`config.mk`:
```
export PLATFORM = sky130hd
export DESIGN_NAME = rtlola_eval_scheduler
export DESIGN_NICKNAME = d
export VERILOG_FILES = /design/src/rtl/rtlola_sched_pkg.sv /design/src/rtl/rtlola_event_fifo.sv /design/src/rtl/rtlola_eval_scheduler.sv
export SDC_FILE = /design/constraint.sdc
export NUM_CORES = 1
export LEC_CHECK = 0
export CAP_MARGIN = 40
export CORE_MARGIN = 1
export CORE_UTILIZATION = 50
export DETAILED_ROUTE_END_ITERATION = 6
export PLACE_DENSITY = 0.73
export SYNTH_ARGS = -nofsm -noshare
export SYNTH_HDL_FRONTEND = slang
export SYNTH_HIERARCHICAL = 1
export SYNTH_SLANG_ARGS = --single-unit
```
`constraint.sdc`:
```
create_clock -name i_clk -period 2.7 [get_ports i_clk]
set_input_delay 0.27 -clock i_clk [delete_from_list [all_inputs] [get_ports i_clk]]
set_output_delay 0.27 -clock i_clk [all_outputs]
set_load 0.02 [all_outputs]
```
`src/rtl/rtlola_sched_pkg.sv`:
```
// rtl/rtlola_sched_pkg.sv - shared types and constants for the RTLola evaluation scheduler
//
// Purpose : FSM state enum, pacing group count, period defaults, timestamp
//           width and the event record layout shared by the scheduler files.
// Ports   : none (package).
// Config  : RTLOLA_SCHED_TIMESTAMP_EN adds the enqueue-time field to ev_rec_t.
package rtlola_sched_pkg;

  localparam int NUM_PACE        = 2;
  localparam int TS_W            = 32;
  localparam int DEF_DATA_W      = 32;
  localparam int DEF_PERIOD0_CYC = 100000;   // 1 ms at 100 MHz
  localparam int DEF_PERIOD1_CYC = 1000000;  // 10 ms at 100 MHz

  typedef enum logic [1:0] {
    IDLE = 2'd0,
    SLOT = 2'd1,
    HOLD = 2'd2
  } sched_state_e;

  // Event record at the default data width; the scheduler packs the same
  // layout (timestamp above data) at its own DATA_W.
  typedef struct packed {
`ifdef RTLOLA_SCHED_TIMESTAMP_EN
    logic [TS_W-1:0]              ts;
`endif
    logic signed [DEF_DATA_W-1:0] data;
  } ev_rec_t;

endpackage

```
`src/rtl/rtlola_event_fifo.sv`:
```
// rtl/rtlola_event_fifo.sv - small in-order event buffer with occupancy count
//
// Purpose : power-of-two deep FIFO; wrap-around pointers plus an occupancy
//           count. Push and pop in the same cycle are allowed when not full.
//           A word pushed into an empty FIFO becomes visible at o_rdata on the
//           following cycle.
// Ports   : i_clk, i_rst_n   clock, asynchronous active-low reset
//           i_push, i_wdata  write strobe / word (ignored when full)
//           i_pop            read strobe (ignored when empty)
//           o_rdata          head word
//           o_full, o_empty  registered occupancy flags
module rtlola_event_fifo #(
  parameter int DEPTH = 4,
  parameter int WIDTH = 32
) (
  input  logic             i_clk,
  input  logic             i_rst_n,
  input  logic             i_push,
  input  logic [WIDTH-1:0] i_wdata,
  input  logic             i_pop,
  output logic [WIDTH-1:0] o_rdata,
  output logic             o_full,
  output logic             o_empty
);

  localparam int PTR_W = (DEPTH < 2) ? 1 : $clog2(DEPTH);

  logic [WIDTH-1:0] r_mem [DEPTH];
  logic [PTR_W-1:0] r_wptr;
  logic [PTR_W-1:0] r_rptr;
  logic [PTR_W:0]   r_count;
  logic             w_push;
  logic             w_pop;

  assign o_full  = (r_count == (PTR_W+1)'(DEPTH));
  assign o_empty = (r_count == '0);
  assign w_push  = i_push & ~o_full;
  assign w_pop   = i_pop & ~o_empty;
  assign o_rdata = r_mem[r_rptr];

  always_ff @(posedge i_clk or negedge i_rst_n) begin
    if (!i_rst_n) begin
      r_wptr  <= '0;
      r_rptr  <= '0;
      r_count <= '0;
    end else begin
      if (w_push) r_wptr <= r_wptr + 1'b1;
      if (w_pop)  r_rptr <= r_rptr + 1'b1;
      case ({w_push, w_pop})
        2'b10:   r_count <= r_count + 1'b1;
        2'b01:   r_count <= r_count - 1'b1;
        default: r_count <= r_count;
      endcase
    end
  end

  // Storage needs no reset: occupancy guards every read.
  always_ff @(posedge i_clk) begin
    if (w_push) r_mem[r_wptr] <= i_wdata;
  end

endmodule

```
`src/rtl/rtlola_eval_scheduler.sv`:
```
// rtl/rtlola_eval_scheduler.sv - event buffering, periodic pacing and slot issue for an RTLola monitor
//
// Purpose : buffers input events, derives two periodic pacing groups from
//           per-period cycle counters and issues one-cycle evaluation slots
//           to the monitor, spaced EVAL_CYC+2 cycles apart at minimum.
// Ports   : i_clk, i_rst_n      clock, asynchronous active-low reset
//           i_en                global enable (freezes counters, slot issue, hold)
//           i_ev_valid/o_ev_ready/i_ev_data   event input handshake
//           i_mon_ready         monitor can take a slot
//           o_mon_en            one-cycle slot strobe
//           o_mon_new_input     slot carries an event
//           o_mon_data          event value (held between slots)
//           o_mon_pace          pacing bits, valid with o_mon_en
//           o_deadline_miss     sticky per-group overrun flags
//           o_mon_ts            (RTLOLA_SCHED_TIMESTAMP_EN only) slot timestamp
// Config  : define RTLOLA_SCHED_TIMESTAMP_EN to add the cycle timestamp path.
module rtlola_eval_scheduler
  import rtlola_sched_pkg::*;
#(
  parameter int DATA_W      = DEF_DATA_W,
  parameter int PERIOD0_CYC = DEF_PERIOD0_CYC,
  parameter int PERIOD1_CYC = DEF_PERIOD1_CYC,
  parameter int CNT_W       = 24,
  parameter int FIFO_DEPTH  = 4,
  parameter int EVAL_CYC    = 3
) (
  input  logic                     i_clk,
  input  logic                     i_rst_n,
  input  logic                     i_en,
  input  logic                     i_ev_valid,
  output logic                     o_ev_ready,
  input  logic signed [DATA_W-1:0] i_ev_data,
  input  logic                     i_mon_ready,
  output logic                     o_mon_en,
  output logic                     o_mon_new_input,
  output logic signed [DATA_W-1:0] o_mon_data,
  output logic [NUM_PACE-1:0]      o_mon_pace,
  output logic [NUM_PACE-1:0]      o_deadline_miss
`ifdef RTLOLA_SCHED_TIMESTAMP_EN
  ,
  output logic [TS_W-1:0]          o_mon_ts
`endif
);

  localparam int HOLD_W = (EVAL_CYC < 2) ? 1 : $clog2(EVAL_CYC + 1);
`ifdef RTLOLA_SCHED_TIMESTAMP_EN
  localparam int REC_W  = TS_W + DATA_W;
`else
  localparam int REC_W  = DATA_W;
`endif

  sched_state_e                     r_state;
  sched_state_e                     w_state_nxt;
  logic [HOLD_W-1:0]                r_hold;
  logic [HOLD_W-1:0]                w_hold_nxt;
  logic                             w_issue;
  logic                             r_live;

  logic [NUM_PACE-1:0][CNT_W-1:0]   r_cnt;
  logic [NUM_PACE-1:0][CNT_W-1:0]   w_last;
  logic [NUM_PACE-1:0]              w_expire;
  logic [NUM_PACE-1:0]              r_pend;
  logic [NUM_PACE-1:0]              w_pend_nxt;
  logic [NUM_PACE-1:0]              w_miss_set;
  logic [NUM_PACE-1:0]              r_miss;

  logic                             w_fifo_full;
  logic                             w_fifo_empty;
  logic                             w_push;
  logic                             w_pop;
  logic [REC_W-1:0]                 w_push_word;
  logic [REC_W-1:0]                 w_head_word;
  logic [DATA_W-1:0]                w_head_data;

  logic                             r_mon_en;
  logic                             r_mon_new;
  logic [DATA_W-1:0]                r_mon_data;
  logic [NUM_PACE-1:0]              r_mon_pace;

  // ---------------------------------------------------------------- FIFO
  // r_live keeps ev_ready low until the first edge after reset release.
  assign o_ev_ready = r_live & ~w_fifo_full;
  assign w_push     = i_ev_valid & o_ev_ready;
  assign w_pop      = w_issue & ~w_fifo_empty;

`ifdef RTLOLA_SCHED_TIMESTAMP_EN
  logic [TS_W-1:0] r_ts;
  logic [TS_W-1:0] r_mon_ts;
  logic [TS_W-1:0] w_head_ts;

  assign w_push_word = {r_ts, i_ev_data};
  assign w_head_ts   = w_head_word[REC_W-1:DATA_W];
  assign o_mon_ts    = r_mon_ts;

  always_ff @(posedge i_clk or negedge i_rst_n) begin
    if (!i_rst_n) begin
      r_ts     <= '0;
      r_mon_ts <= '0;
    end else begin
      if (i_en)    r_ts     <= r_ts + 1'b1;
      if (w_issue) r_mon_ts <= w_fifo_empty ? r_ts : w_head_ts;
    end
  end
`else
  assign w_push_word = i_ev_data;
`endif
  assign w_head_data = w_head_word[DATA_W-1:0];

  rtlola_event_fifo #(
    .DEPTH (FIFO_DEPTH),
    .WIDTH (REC_W)
  ) u_fifo (
    .i_clk   (i_clk),
    .i_rst_n (i_rst_n),
    .i_push  (w_push),
    .i_wdata (w_push_word),
    .i_pop   (w_pop),
    .o_rdata (w_head_word),
    .o_full  (w_fifo_full),
    .o_empty (w_fifo_empty)
  );

  // ------------------------------------------------------- pacing counters
  assign w_last[0] = CNT_W'(PERIOD0_CYC - 1);
  assign w_last[1] = CNT_W'(PERIOD1_CYC - 1);

  always_comb begin
    w_expire = '0;
    for (int i = 0; i < NUM_PACE; i++) begin
      w_expire[i] = i_en & (r_cnt[i] == w_last[i]);
    end
  end

  // A slot hands the current pend bits to the monitor; an expiry on that
  // same edge re-arms pend for the next slot and is never counted as a miss.
  assign w_pend_nxt = w_issue ? w_expire : (r_pend | w_expire);
  assign w_miss_set = w_expire & r_pend & {NUM_PACE{~w_issue}};

  always_ff @(posedge i_clk or negedge i_rst_n) begin
    if (!i_rst_n) begin
      r_cnt  <= '0;
      r_pend <= '0;
      r_miss <= '0;
    end else begin
      for (int i = 0; i < NUM_PACE; i++) begin
        if (w_expire[i])  r_cnt[i] <= '0;
        else if (i_en)    r_cnt[i] <= r_cnt[i] + 1'b1;
      end
      r_pend <= w_pend_nxt;
      r_miss <= r_miss | w_miss_set;
    end
  end

  assign o_deadline_miss = r_miss;

  // ------------------------------------------------------------ slot FSM
  always_ff @(posedge i_clk or negedge i_rst_n) begin
    if (!i_rst_n) begin
      r_state <= IDLE;
      r_hold  <= '0;
      r_live  <= 1'b0;
    end else begin
      r_state <= w_state_nxt;
      r_hold  <= w_hold_nxt;
      r_live  <= 1'b1;
    end
  end

  always_comb begin
    w_state_nxt = r_state;
    w_hold_nxt  = r_hold;
    w_issue     = 1'b0;
    case (r_state)
      IDLE: begin
        if (i_en && i_mon_ready && ((r_pend != '0) || !w_fifo_empty)) begin
          w_issue     = 1'b1;
          w_state_nxt = SLOT;
        end
      end
      SLOT: begin
        // The strobe lasts exactly one cycle regardless of i_en.
        w_hold_nxt  = HOLD_W'(EVAL_CYC);
        w_state_nxt = (EVAL_CYC == 0) ? IDLE : HOLD;
      end
      HOLD: begin
        // Leaving on the 1->0 step gives a slot spacing of EVAL_CYC+2.
        if (i_en) begin
          if (r_hold <= HOLD_W'(1)) begin
            w_hold_nxt  = '0;
            w_state_nxt = IDLE;
          end else begin
            w_hold_nxt  = r_hold - 1'b1;
          end
        end
      end
      default: begin
        w_state_nxt = IDLE;
        w_hold_nxt  = '0;
      end
    endcase
  end

  // ------------------------------------------------------ slot outputs
  always_ff @(posedge i_clk or negedge i_rst_n) begin
    if (!i_rst_n) begin
      r_mon_en   <= 1'b0;
      r_mon_new  <= 1'b0;
      r_mon_data <= '0;
      r_mon_pace <= '0;
    end else begin
      r_mon_en <= w_issue;
      if (w_issue) begin
        r_mon_pace <= r_pend;
        r_mon_new  <= ~w_fifo_empty;
        if (!w_fifo_empty) r_mon_data <= w_head_data;
      end
    end
  end

  assign o_mon_en        = r_mon_en;
  assign o_mon_new_input = r_mon_new;
  assign o_mon_data      = r_mon_data;
  assign o_mon_pace      = r_mon_pace;

endmodule

```
== Word-level counts from Yosys, hierarchy flattened ==
Memory sizes are Yosys's and may differ from the RTL's. A register that Yosys moved wholly into a read port is not among the register bits.
Index checks and enable logic that the tools add are counted.
Cells by class
  add/sub/neg operators: 7
  magnitude comparators: 1
  eq/ne operators: 10
  muxes and demuxes: 17
  bitwise operators: 15
  reductions and logical operators: 14
Operators by type and width (count)
  2-to-1 mux 24 bit: 4
  adder 24 x 1 -> 24 bit (second input constant): 2
  equality test 24 x 17 -> 1 bit (second input constant): 1
  equality test 24 x 20 -> 1 bit (second input constant): 1
  2-to-1 mux 2 bit: 6
  one-hot mux 2 bit (3 select lines): 2
  nonzero test 2 bit: 4
  bitwise AND 1 bit: 7
  inequality test 2 bit (second input constant): 3
  one-hot mux 3 bit (2 select lines): 1
  adder 2 x 1 -> 2 bit (second input constant): 2
  bitwise AND 2 bit: 2
  equality test 2 x 1 -> 1 bit (second input constant): 2
  equality test 2 bit (second input constant): 2
  2-to-1 mux 1 bit: 4
  inverter 1 bit: 4
  OR 2 bit: 2
  AND reduction 2 bit: 2
  adder 3 x 1 -> 3 bit (second input constant): 1
  equality test 3 bit (second input constant): 1
  zero test 3 bit: 1
  AND reduction 3 bit: 1
  subtractor 3 x 1 -> 3 bit (second input constant): 1
  less-or-equal comparator 2 x 1 -> 1 bit (second input constant): 1
  5 further kinds: 7
Storage, ports and cells
  flip-flop bits (word level): 68
  RAM bits: 128
  word-level logic and storage cells: 78
  memories: 1
Memories
  u_fifo.r_mem: depth 4, bits a word 32, rd ports 1, clocked after Yosys merged registers in 1, write ports 1, RTL line rtlola_event_fifo.sv:28  | logic [WIDTH-1:0] r_mem [DEPTH];

== Longest topological paths before layout ==
Gate-level depths: netlist of run 1.
  depth in word-level cells: 10
  gate-level depth with buffers: 14
  depth with buffers taken out: 12

== Modules after synthesis ==
The synthesis of run 1 kept the hierarchy.
Modules (own cells, without submodules)
  rtlola_event_fifo: instances 1, cells an instance 205, area each 5091.1 sq um, seq. area each 4018.9 sq um
  rtlola_eval_scheduler: instances 1, cells an instance 354, area each 4144.0 sq um, seq. area each 2327.2 sq um

== Worst setup path before layout of run 1 ==
Ideal clock, no wire load.
  path type: register to register
  start point: register r_state[0]
  end point: register u_fifo.r_count[2]
  arrival: 2.644 ns
  required time: 2.621 ns
  path slack: -0.023 ns
  cell stages (with the launch flop): 15
  cell sequence: dfrtp_1 inv_1 ha_1 inv_1 a211o_1 buf_2 nor2_2 buf_4 o31a_1 ha_1 inv_1 fa_1 xor2_1 nor2_1 xor2_1
Between the ends
  longest elaborated chain between the ends: 6
  elaborated cells on any way between the ends: 8
  classes of those cells: eq/ne (2); mux (2); bitwise (2); reduce/logical (2)
RTL lines
  from (decl): RTL line rtlola_eval_scheduler.sv:52  | sched_state_e r_state;
  from (signal assigned): RTL line rtlola_eval_scheduler.sv:163  | r_state <= w_state_nxt;
  zero test 2 bit *: RTL line rtlola_eval_scheduler.sv:173  | case (r_state)
  2-to-1 mux 1 bit *: RTL line rtlola_eval_scheduler.sv:173
  bitwise AND 1 bit *: RTL line rtlola_eval_scheduler.sv:84  | assign w_pop = w_issue & ~w_fifo_empty;
  net w_pop: RTL line rtlola_eval_scheduler.sv:70  | logic w_pop;
  bitwise AND 1 bit *: RTL line rtlola_event_fifo.sv:38  | assign w_pop = i_pop & ~o_empty;
  net u_fifo.w_pop: RTL line rtlola_event_fifo.sv:33  | logic w_pop;
  equality test 2 x 1 -> 1 bit or equality test 2 bit (tied branches): RTL line rtlola_event_fifo.sv:49  | case ({w_push, w_pop})
  one-hot mux 3 bit (2 select lines) or nonzero test 2 bit (tied branches)
  to (signal assigned): RTL line rtlola_event_fifo.sv:50  | 2'b10: r_count <= r_count + 1'b1;
  to (signal assigned): RTL line rtlola_event_fifo.sv:51  | 2'b01: r_count <= r_count - 1'b1;
  to (signal assigned): RTL line rtlola_event_fifo.sv:52  | default: r_count <= r_count;
  to (decl): RTL line rtlola_event_fifo.sv:31  | logic [PTR_W:0] r_count;
The timed path passes the listed nets; every way through them passes the cells marked *.
A chain may end at the register's enable or synchronous reset.

== Worst setup path after layout of run 1 ==
  start point: register r_state[0]
  end point: register u_fifo.r_count[2]
Between the ends
  longest elaborated chain between the ends: 6
  elaborated cells on any way between the ends: 8
  classes of those cells: eq/ne (2); mux (2); bitwise (2); reduce/logical (2)
RTL lines (RTL line)
  zero test 2 bit *: rtlola_eval_scheduler.sv:173
  2-to-1 mux 1 bit *: rtlola_eval_scheduler.sv:173
  bitwise AND 1 bit *: rtlola_eval_scheduler.sv:84
  bitwise AND 1 bit *: rtlola_event_fifo.sv:38
  net u_fifo.w_pop: rtlola_event_fifo.sv:33
  equality test 2 x 1 -> 1 bit or equality test 2 bit (tied branches): rtlola_event_fifo.sv:49
  one-hot mux 3 bit (2 select lines) or nonzero test 2 bit (tied branches)
Marks and branches as above.

==> results.sh, run 1 <==
export IMPL_antenna_cells=0
export IMPL_gp_congestion=0.8256
export IMPL_cp_start_kind="flop"
export IMPL_grt_pass1_vias=5259
export IMPL_cts_max_path_buffers=3
export IMPL_cts_tree="done"
export IMPL_fin_crit_ns=2.410
export IMPL_antenna_left=0
export IMPL_post_drt_wl_per_cell_microns=18.68
export IMPL_drc=0
export IMPL_netlist_area_sq_um=9235
export IMPL_rsz0062_at_grt="false"
export IMPL_clk_pin_slew_ns=0.06
export IMPL_cp_max_fo=4
export IMPL_overflow=0
export IMPL_synth_cell_types=56
export IMPL_yosys_area_share_simple_pct=8.224
export IMPL_via_per_inst=5.611
export IMPL_dieArea_sq_um=19020
export IMPL_avgSynthCellArea_sq_um=16.52
export IMPL_powerDensity_nw_per_um2=981.8
export IMPL_cp_arrival_ns=2.82
export IMPL_crit_path_end_kind="flop"
export IMPL_die_w_microns=137.9
export IMPL_initial_core_util_pct=51.24
export IMPL_slew_headroom_pct=39.76
export IMPL_hold_viol=0
export IMPL_worst_pin_slew_ns=0.9037
export IMPL_drive_gt1_share_pct=19.52
export IMPL_dieHeight_microns=137.9
export IMPL_grt_pass1_wl_mm=27.09
export IMPL_numPortBuffers=75
export IMPL_post_cts_setup_buffers=0
export IMPL_num_nets_final=701
export IMPL_setup_worst_path_class="reg -> reg"
export IMPL_grt_max_degree=60
export IMPL_placed_cell_area_sq_um=10280
export IMPL_clock_skew_ns=0.01272
export IMPL_setup_violations=0
export IMPL_grt_total_usage_pct=18.86
export IMPL_h_tree_depth=1
export IMPL_wl_mm=16.81
export IMPL_insertion_delay_ns=0.51
export IMPL_final_setup_tns_ns=0
export IMPL_synth_adder_area_share_pct=1.572
export IMPL_hold_path_class="in -> async"
export IMPL_fin_crit_sh_pct=89.25
export IMPL_synthXorXnorAreaFrac_pct=4.078
export IMPL_peakVddDrop_mv=0.6589
export IMPL_async_flop_share_pct=43.86
export IMPL_cts_hold_buf=1
export IMPL_synth_nets=607
export IMPL_ys_warn_count=6
export IMPL_antenna_found_initial=0
export IMPL_p_leak_nw=4.203
export IMPL_worstPathRequired_ns=3.11
export IMPL_synth_edff_count=128
export IMPL_power_total_w=0.01090
export IMPL_fmax_ghz=0.4150
export IMPL_synthFlopType="edfxtp_1"
export IMPL_cts_resized=0
export IMPL_design_area_sq_um=11100
export IMPL_dp_hpwl_mm=10.55
export IMPL_drt_initial_drc_count=278
export IMPL_outcome="finished, final reports clean"
export IMPL_yosys_area_top_type_share_pct=41.62
export IMPL_boundaryPins=76
export IMPL_max_cap_violations=0
export IMPL_netlist_instances=559
export IMPL_cts_sinks=228
export IMPL_ys_seq_area_share_pct=68.72
export IMPL_ys_ff_latch=228
export IMPL_vias=5050
export IMPL_row_count=49
export IMPL_area_growth_pct=20.23
export IMPL_synth_compound_area_share_pct=2.412
export IMPL_yosys_area_top_type="edfxtp_1"
export IMPL_synth_mux_area_fraction_pct=12.46
export IMPL_firstDrtPassIters=5
export IMPL_core_sq_um=18020
export IMPL_cts_buffers=24
export IMPL_synth_area_leaders="edfxtp_1 (42%), dfrtp_1 (27%), mux4_2 (6.8%)"
export IMPL_drv_slew=0
export IMPL_synth_top_family_by_area="multiplexers"
export IMPL_clockRootBuffer="clkbuf_16"
[cells in the final DEF, fill, tap and decap left out, drive strengths merged, types with 3 or more instances in the layout]
master,instances
a21o,4
a21oi,9
and2,5
and3,6
and4,5
buf,15
bufinv,4
clkbuf,31
clkdlybuf4s50,74
clkinv,8
dfrtp,100
edfxtp,128
ha,10
inv,16
mux2,36
mux4,32
nand2,21
nand3,21
nand4,15
nor2,21
nor3,15
nor4,9
nor4b,3
o21ai,4
o31ai,3
or2,3
or4,4
xnor2,20
xor2,23
[synth_stat cells, types with 14 or more instances]
master,n
nor2_1,20
mux2_2,34
nand3_1,18
nand4_1,15
mux4_2,28
xnor2_1,20
inv_1,16
xor2_1,23
edfxtp_1,128
dfrtp_1,100
nand2_1,21
nor3_1,14
[final cells by class]
class	count	area, sq um
clock buffers	31	636.9
clock inverters	13	176.4
inverters	16	60.06
repair buffers	90	925.9
well taps	229	286.5
flip-flops and latches	228	6349
fillers	1342	6922
multi-input cells	293	2669
[power by group]
part,internal [W],switching [W]
clock network,0.00205,0.00127
logic,0.00148,0.00128
registers,0.00433,0.000491
[critical path: stages, from the launching register on]
cell and delay (ns):
dfrtp_1 0.38, inv_1 0.11, ha_1 0.22, inv_1 0.05, a211o_1 0.27, nor2_4 0.10, o31a_1 0.16, ha_1 0.18
inv_1 0.06, fa_1 0.37, xor2_1 0.15, nor2_1 0.11, xor2_1 0.18
[final timing paths]
| kind | startpoint | end | slack (ns) | cells after the start |
|---|---|---|---|---|
| worst max-delay path | r_state[0] | u_fifo/r_count[2] | 0.29 | 12 |
| worst min-delay path | i_rst_n | r_cnt[45] | 0.32 | 2 |
| worst max register to register | r_state[0] | u_fifo/r_count[2] | 0.29 | 12 |
| worst min register to register | r_cnt[23] | r_cnt[23] | 0.47 | 1 |
| max in group asynchronous | i_rst_n | u_fifo/r_rptr[1] | 1.63 | 3 |
| min in group i_clk | i_ev_data[10] | u_fifo/r_mem[1][10] | 0.39 | 1 |
[per-stage QoR]
stage	setup WS [ns]	util, %	hold WS (ns)	std cells
floorplan	0.05573	-	-0.02559	559
global placement	0.2224	57.03	0.3251	855
detailed placement	0.1597	57.03	0.3253	855
CTS	0.2717	61.60	0.3386	900
global route	0.04737	61.60	0.3796	900
finish	0.2902	61.60	0.3239	900
[sequential cells by signal, summed over array words and instances (netlist names)]
signal and flops:
o_mon_new_input 1, r_state 2, o_mon_pace 2, o_mon_en 1
u_fifo/r_wptr 2, u_fifo/r_rptr 2, r_cnt 48, r_pend 2
r_hold 2, o_mon_data 32, o_deadline_miss 2, u_fifo/r_mem 128
r_live 1, u_fifo/r_count 3
[kinds of logic after synthesis]
group                    Yosys count
other                              1
flip-flops                       228
AND/OR/NAND/NOR                  136
multiplexers                      69
adder cells (fa/ha/maj)           11
buffers and inverters             38
AO/OA/AOI/OAI                     33
XOR/XNOR                          43
[metal layers]
metal / GRT usage (%) / wire length [microns]
met2: 31.94 / 8487
met4: 5.012 / 323
met5: 0 / 0
met3: 4.532 / 966
met1: 24.39 / 7032
Note: power is estimated with default switching activity, not from simulation.
==> inputs of run 2 (changes only) <==
--- a/config.mk
+++ b/config.mk
@@ -7,10 +7,10 @@
 export LEC_CHECK = 0
 export CAP_MARGIN = 40
 export CORE_MARGIN = 1
-export CORE_UTILIZATION = 50
+export CORE_UTILIZATION = 52
 export DETAILED_ROUTE_END_ITERATION = 6
-export PLACE_DENSITY = 0.73
+export PLACE_DENSITY = 0.76
+export SETUP_SLACK_MARGIN = 0.15
 export SYNTH_ARGS = -nofsm -noshare
 export SYNTH_HDL_FRONTEND = slang
-export SYNTH_HIERARCHICAL = 1
 export SYNTH_SLANG_ARGS = --single-unit
==> results.sh, run 2 <==
export IMPL_core_sq_um=17240
export IMPL_slew_headroom_pct=53.61
export IMPL_clockRootBuffer="clkbuf_16"
export IMPL_fillers=1194
export IMPL_cts_resized=0
export IMPL_p_leak_nw=4.206
export IMPL_powerDensity_nw_per_um2=969.8
export IMPL_num_nets_final=701
export IMPL_critPathTopFamily="buffers and inverters"
export IMPL_grt_pass1_wl_mm=28.52
export IMPL_via_per_inst=5.682
export IMPL_antenna_left=0
export IMPL_numPortBuffers=75
export IMPL_cp_max_fo=5
export IMPL_firstDrtPassIters=4
export IMPL_post_cts_setup_buffers=0
export IMPL_wl_mm=17.59
export IMPL_crit_path_end_kind="primary output"
export IMPL_initial_core_util_pct=53.01
export IMPL_peakVddDrop_mv=0.6350
export IMPL_dp_cells=851
export IMPL_fin_crit_sh_pct=85.31
export IMPL_vias=5080
export IMPL_clock_skew_ns=0.02206
export IMPL_worstPathRequired_ns=2.43
export IMPL_cts_max_path_buffers=3
export IMPL_final_setup_tns_ns=0
export IMPL_netlist_area_sq_um=9136
export IMPL_die_w_microns=134.6
export IMPL_gp_congestion=0.8271
export IMPL_clk_pin_slew_ns=0.06
export IMPL_row_count=48
export IMPL_hold_viol=0
export IMPL_netlist_instances=553
export IMPL_cts_buffers=23
export IMPL_ys_warn_count=0
export IMPL_overflow=0
export IMPL_yosys_area_top_type_share_pct=42.07
export IMPL_hold_path_class="in -> async"
export IMPL_setup_violations=0
export IMPL_yosysMostFrequentCell="edfxtp_1"
export IMPL_outcome="finished, final reports clean"
export IMPL_antenna_cells=0
export IMPL_grt_max_degree=52
export IMPL_async_flop_share_pct=43.86
export IMPL_dieArea_sq_um=18100
export IMPL_antenna_found_initial=1
export IMPL_dp_hpwl_mm=10.85
export IMPL_final_cell_mix="edfxtp_1 (128), dfrtp_1 (99), clkdlybuf4s50_1 (74), mux2_2 (37), mux4_2 (32)"
export IMPL_drive_gt1_share_pct=20.78
export IMPL_insertion_delay_ns=0.52
export IMPL_setup_worst_path_class="reg -> out"
export IMPL_h_tree_depth=1
export IMPL_cp_start_kind="flop"
export IMPL_drv_slew=0
export IMPL_synth_common_cells="edfxtp_1 (128), dfrtp_1 (100), mux2_2 (37), mux4_2 (32), xnor2_1 (25)"
export IMPL_yosys_area_top_type="edfxtp_1"
export IMPL_power_total_w=0.01071
export IMPL_boundaryPins=76
export IMPL_ys_seq_area_share_pct=69.46
export IMPL_cp_num_buf_inv=3
export IMPL_fin_crit_ns=2.303
export IMPL_final_cell_count_no_fill=894
export IMPL_drt_initial_drc_count=297
export IMPL_grt_total_usage_pct=20.46
export IMPL_grt_pass1_vias=5450
export IMPL_synth_nets=602
export IMPL_critPathMaxStageDelay_ns=0.60
export IMPL_largest_reg_flops=128
export IMPL_ys_ff_latch=228
export IMPL_path_cells="inv_1, a31oi_1, buf_4, clkdlybuf4s50_1"
export IMPL_cp_slowest_cell="clkdlybuf4s50_1"
export IMPL_synth_area_leaders="edfxtp_1 (42%), dfrtp_1 (27%), mux4_2 (7.9%)"
export IMPL_synth_cell_types=48
export IMPL_max_cap_violations=0
export IMPL_worst_pin_slew_ns=0.6958
export IMPL_post_drt_wl_per_cell_microns=19.68
export IMPL_dieHeight_microns=134.6
export IMPL_rsz0062_at_grt="false"
export IMPL_fmax_ghz=0.4341
export IMPL_cts_sinks=228
export IMPL_cts_tree="done"
export IMPL_synth_edff_count=128
export IMPL_cp_arrival_ns=2.03
export IMPL_synthFlopType="edfxtp_1"
export IMPL_final_common_cell="edfxtp_1"
export IMPL_largest_register="u_fifo.r_mem"
export IMPL_drc=0
export IMPL_avgSynthCellArea_sq_um=16.52
export IMPL_area_growth_pct=20.93
[run 2: changes by cell type after synthesis, sizes merged, moves of 4 or more]
cell / before / now
o21ai: 4 / 11
xnor2: 20 / 25
and3: 6 / 12
xor2: 23 / 18
buf: 15 / 10
nor2: 21 / 17
nor3: 15 / 8
[run 2: repair_timing]
action,CTS,global route
hold buffers,1,0
endpoints found under the hold margin,50,0
endpoints found under the setup margin,0,0
[run 2: worst paths after layout]
check,endpoint,from,cells after the start,slack (ns)
min in group i_clk,u_fifo.r_mem[1][29],i_ev_data[29],1,0.38
worst min-delay path,r_cnt[41],i_rst_n,2,0.34
worst min register to register,r_cnt[43],r_cnt[43],1,0.48
max in group asynchronous,u_fifo.r_rptr[0],i_rst_n,3,1.62
worst max register to register,u_fifo.r_count[2],r_state[1],10,0.49
worst max-delay path,o_ev_ready,u_fifo.r_count[0],4,0.40
[run 2: kinds of logic (layout without fill, tap and decap cells)]
group	Yosys count	after routing	share of synthesized area [%]
AOI/OAI and AO/OA	31	31	2.178
and+or+nand+nor	132	132	8.217
muxes	71	71	12.67
adders and majority gates	12	12	1.726
DFF	228	228	69.46
xor gates and xnor gates	43	43	4.122
buffers and inverters	35	151	1.589
other	1	1	0.04105
[run 2: final cells by class]
type	count	area (sq um)	share of cell area, %
flip-flops and latches	228	6347	57.45
multi-input cells	290	2658	24.05
repair buffers	92	940.9	8.516
inverters	17	63.81	0.5776
clock inverters	6	72.57	0.6569
clock buffers	36	684.4	6.195
well taps	225	281.5	2.548
[run 2: routing by layer]
metal / track usage (%) / up-vias / routed length, microns
met5: 0 / - / 0
met4: 5.431 / 0 / 354
met3: 3.979 / 36 / 727
met2: 35.49 / 112 / 9039
met1: 26.55 / 2637 / 7472
li1: - / 2295 / -
[run 2: metrics by stage]
step                hold slack (ns)  utilization (%)  setup WS [ns]  cell area [sq um]
floorplan                  -0.02559                -         0.3103               9136
global placement             0.3463            59.65         0.5180              10280
detailed placement           0.3593            59.65         0.4738              10280
CTS                          0.3573            64.10         0.3797              11050
global route                 0.3693            64.10         0.3018              11050
finish                       0.3438            64.10         0.3965              11050
[run 2: report_power, final]
group          internal, W  leakage (nW)  switching, W
Sequential         0.00432          2.44      0.000361
Clock              0.00185         0.371       0.00128
Combinational      0.00149          1.39       0.00141
Total              0.00766          4.21       0.00305
==> inputs of run 3 (changes only) <==
--- a/config.mk
+++ b/config.mk
@@ -9,6 +9,7 @@
 export CORE_MARGIN = 1
 export CORE_UTILIZATION = 52
 export DETAILED_ROUTE_END_ITERATION = 6
+export MAX_ROUTING_LAYER = met4
 export PLACE_DENSITY = 0.76
 export SETUP_SLACK_MARGIN = 0.15
 export SYNTH_ARGS = -nofsm -noshare
==> results.sh, run 3 (synthesis gave the netlist of run 2 again) <==
export IMPL_hold_path_class="in -> async"
export IMPL_fillers=1194
export IMPL_worst_pin_slew_ns=0.6873
export IMPL_grt_max_degree=52
export IMPL_fmax_ghz=0.4350
export IMPL_gp_congestion=0.8396
export IMPL_overflow=0
export IMPL_final_common_cell="edfxtp_1"
export IMPL_cp_slowest_cell="clkdlybuf4s50_1"
export IMPL_max_cap_violations=0
export IMPL_h_tree_depth=1
export IMPL_critPathMaxStageDelay_ns=0.60
export IMPL_dp_hpwl_mm=10.85
export IMPL_largest_reg_flops=128
export IMPL_dieHeight_microns=134.6
export IMPL_top_usage_layer="met2"
export IMPL_drt_initial_drc_count=310
export IMPL_outcome="finished, final reports clean"
export IMPL_antenna_found_initial=1
export IMPL_drv_slew=0
export IMPL_setup_worst_path_class="reg -> out"
export IMPL_drc=0
export IMPL_grt_pass1_vias=5451
export IMPL_row_count=48
export IMPL_largest_register="u_fifo.r_mem"
export IMPL_p_leak_nw=4.206
export IMPL_clock_skew_ns=0.02167
export IMPL_cp_arrival_ns=2.03
export IMPL_antenna_left=0
export IMPL_core_sq_um=17240
export IMPL_fin_crit_sh_pct=85.15
export IMPL_powerDensity_nw_per_um2=970.8
export IMPL_grtUsageMet2_pct=35.49
export IMPL_met1_usage_pct=26.60
export IMPL_cts_sinks=228
export IMPL_clk_pin_slew_ns=0.06
export IMPL_path_cells="inv_1, a31oi_1, buf_4, clkdlybuf4s50_1"
export IMPL_numPortBuffers=75
export IMPL_drive_gt1_share_pct=20.78
export IMPL_finalCoreUtilization_pct=64.11
export IMPL_wl_mm=17.75
export IMPL_boundaryPins=76
export IMPL_cp_start_kind="flop"
export IMPL_dieArea_sq_um=18100
export IMPL_die_w_microns=134.6
export IMPL_worstPathRequired_ns=2.43
export IMPL_peakVddDrop_mv=0.6360
export IMPL_insertion_delay_ns=0.52
export IMPL_vias=5078
export IMPL_hold_viol=0
export IMPL_num_nets_final=701
export IMPL_cts_tree="done"
export IMPL_grt_total_usage_pct=21.06
export IMPL_clockRootBuffer="clkbuf_16"
export IMPL_reg2reg_setup_slack_ns=0.48
export IMPL_final_setup_tns_ns=0
export IMPL_setup_violations=0
export IMPL_grt_pass1_wl_mm=28.47
export IMPL_slew_headroom_pct=54.18
export IMPL_area_growth_pct=20.95
export IMPL_post_drt_wl_per_cell_microns=19.84
export IMPL_final_cell_mix="edfxtp_1 (128), dfrtp_1 (99), clkdlybuf4s50_1 (74), mux2_2 (37), mux4_2 (32)"
export IMPL_fin_crit_ns=2.299
export IMPL_rsz0062_at_grt="false"
export IMPL_firstDrtPassIters=4
export IMPL_via_per_inst=5.674
export IMPL_use_met3_pct=3.754
export IMPL_post_cts_setup_buffers=0
export IMPL_crit_path_end_kind="primary output"
export IMPL_cp_max_fo=5
export IMPL_initial_core_util_pct=53.01
export IMPL_cts_max_path_buffers=3
export IMPL_cts_buffers=23
export IMPL_power_total_w=0.01073
## run 3: routing by layer
metal / routed length [microns] / part of all wire, %
met5: 0 / 0
met4: 397 / 2.2
met3: 812 / 4.6
met2: 9131 / 51
met1: 7412 / 42
## run 3: per-stage QoR
step           area (sq um)  hold WS (ns)  worst slack (ns)  cells
2_1_floorplan          9136      -0.02559            0.3103    553
3_3_place_gp          10280        0.3463            0.5180    851
3_5_place_dp          10280        0.3593            0.4738    851
4_1_cts               11050        0.3573            0.3797    894
5_1_grt               11050        0.3693            0.3018    895
6_report              11050        0.3393            0.4009    895
## run 3: worst paths after layout
path / from / cells after the start / to
max: u_fifo.r_count[0] / 4 / o_ev_ready
min: i_rst_n / 2 / r_cnt[41]
max reg2reg: r_state[1] / 10 / u_fifo.r_count[2]
min reg2reg: r_cnt[43] / 1 / r_cnt[43]
max in group asynchronous: i_rst_n / 3 / u_fifo.r_rptr[0]
min in group i_clk: i_ev_data[29] / 1 / u_fifo.r_mem[1][29]
## run 3: power by group
| part | internal [W] | switching, W | total [W] | leakage (nW) |
|---|---|---|---|---|
| Clock | 0.00185 | 0.00128 | 0.00313 | 0.371 |
| Combinational | 0.00149 | 0.00142 | 0.00291 | 1.39 |
| Sequential | 0.00432 | 0.000363 | 0.00469 | 2.44 |
## run 3: worst max-delay path, delay by kind of cell (launching register included)
family	cells	cell delay [ns]
buf+inv	3	0.89
compound gates	1	0.26
flops	1	0.37
## run 3: final cells by class
type / count / area, sq um / area share [%]
antenna: 1 / 2.502 / 0.02264
clock buffer: 36 / 684.4 / 6.193
clock inverter: 6 / 72.57 / 0.6567
inverter: 17 / 63.81 / 0.5774
multi-input combinational: 290 / 2658 / 24.05
sequential: 228 / 6347 / 57.44
tap: 225 / 281.5 / 2.548
timing repair buffer: 92 / 940.9 / 8.514
## run 3: timing repair
action | 4_1_cts | 5_1_grt
gates resized for setup | 0 | 0
endpoints found under the hold margin | 50 | 0
hold buffers | 1 | 0
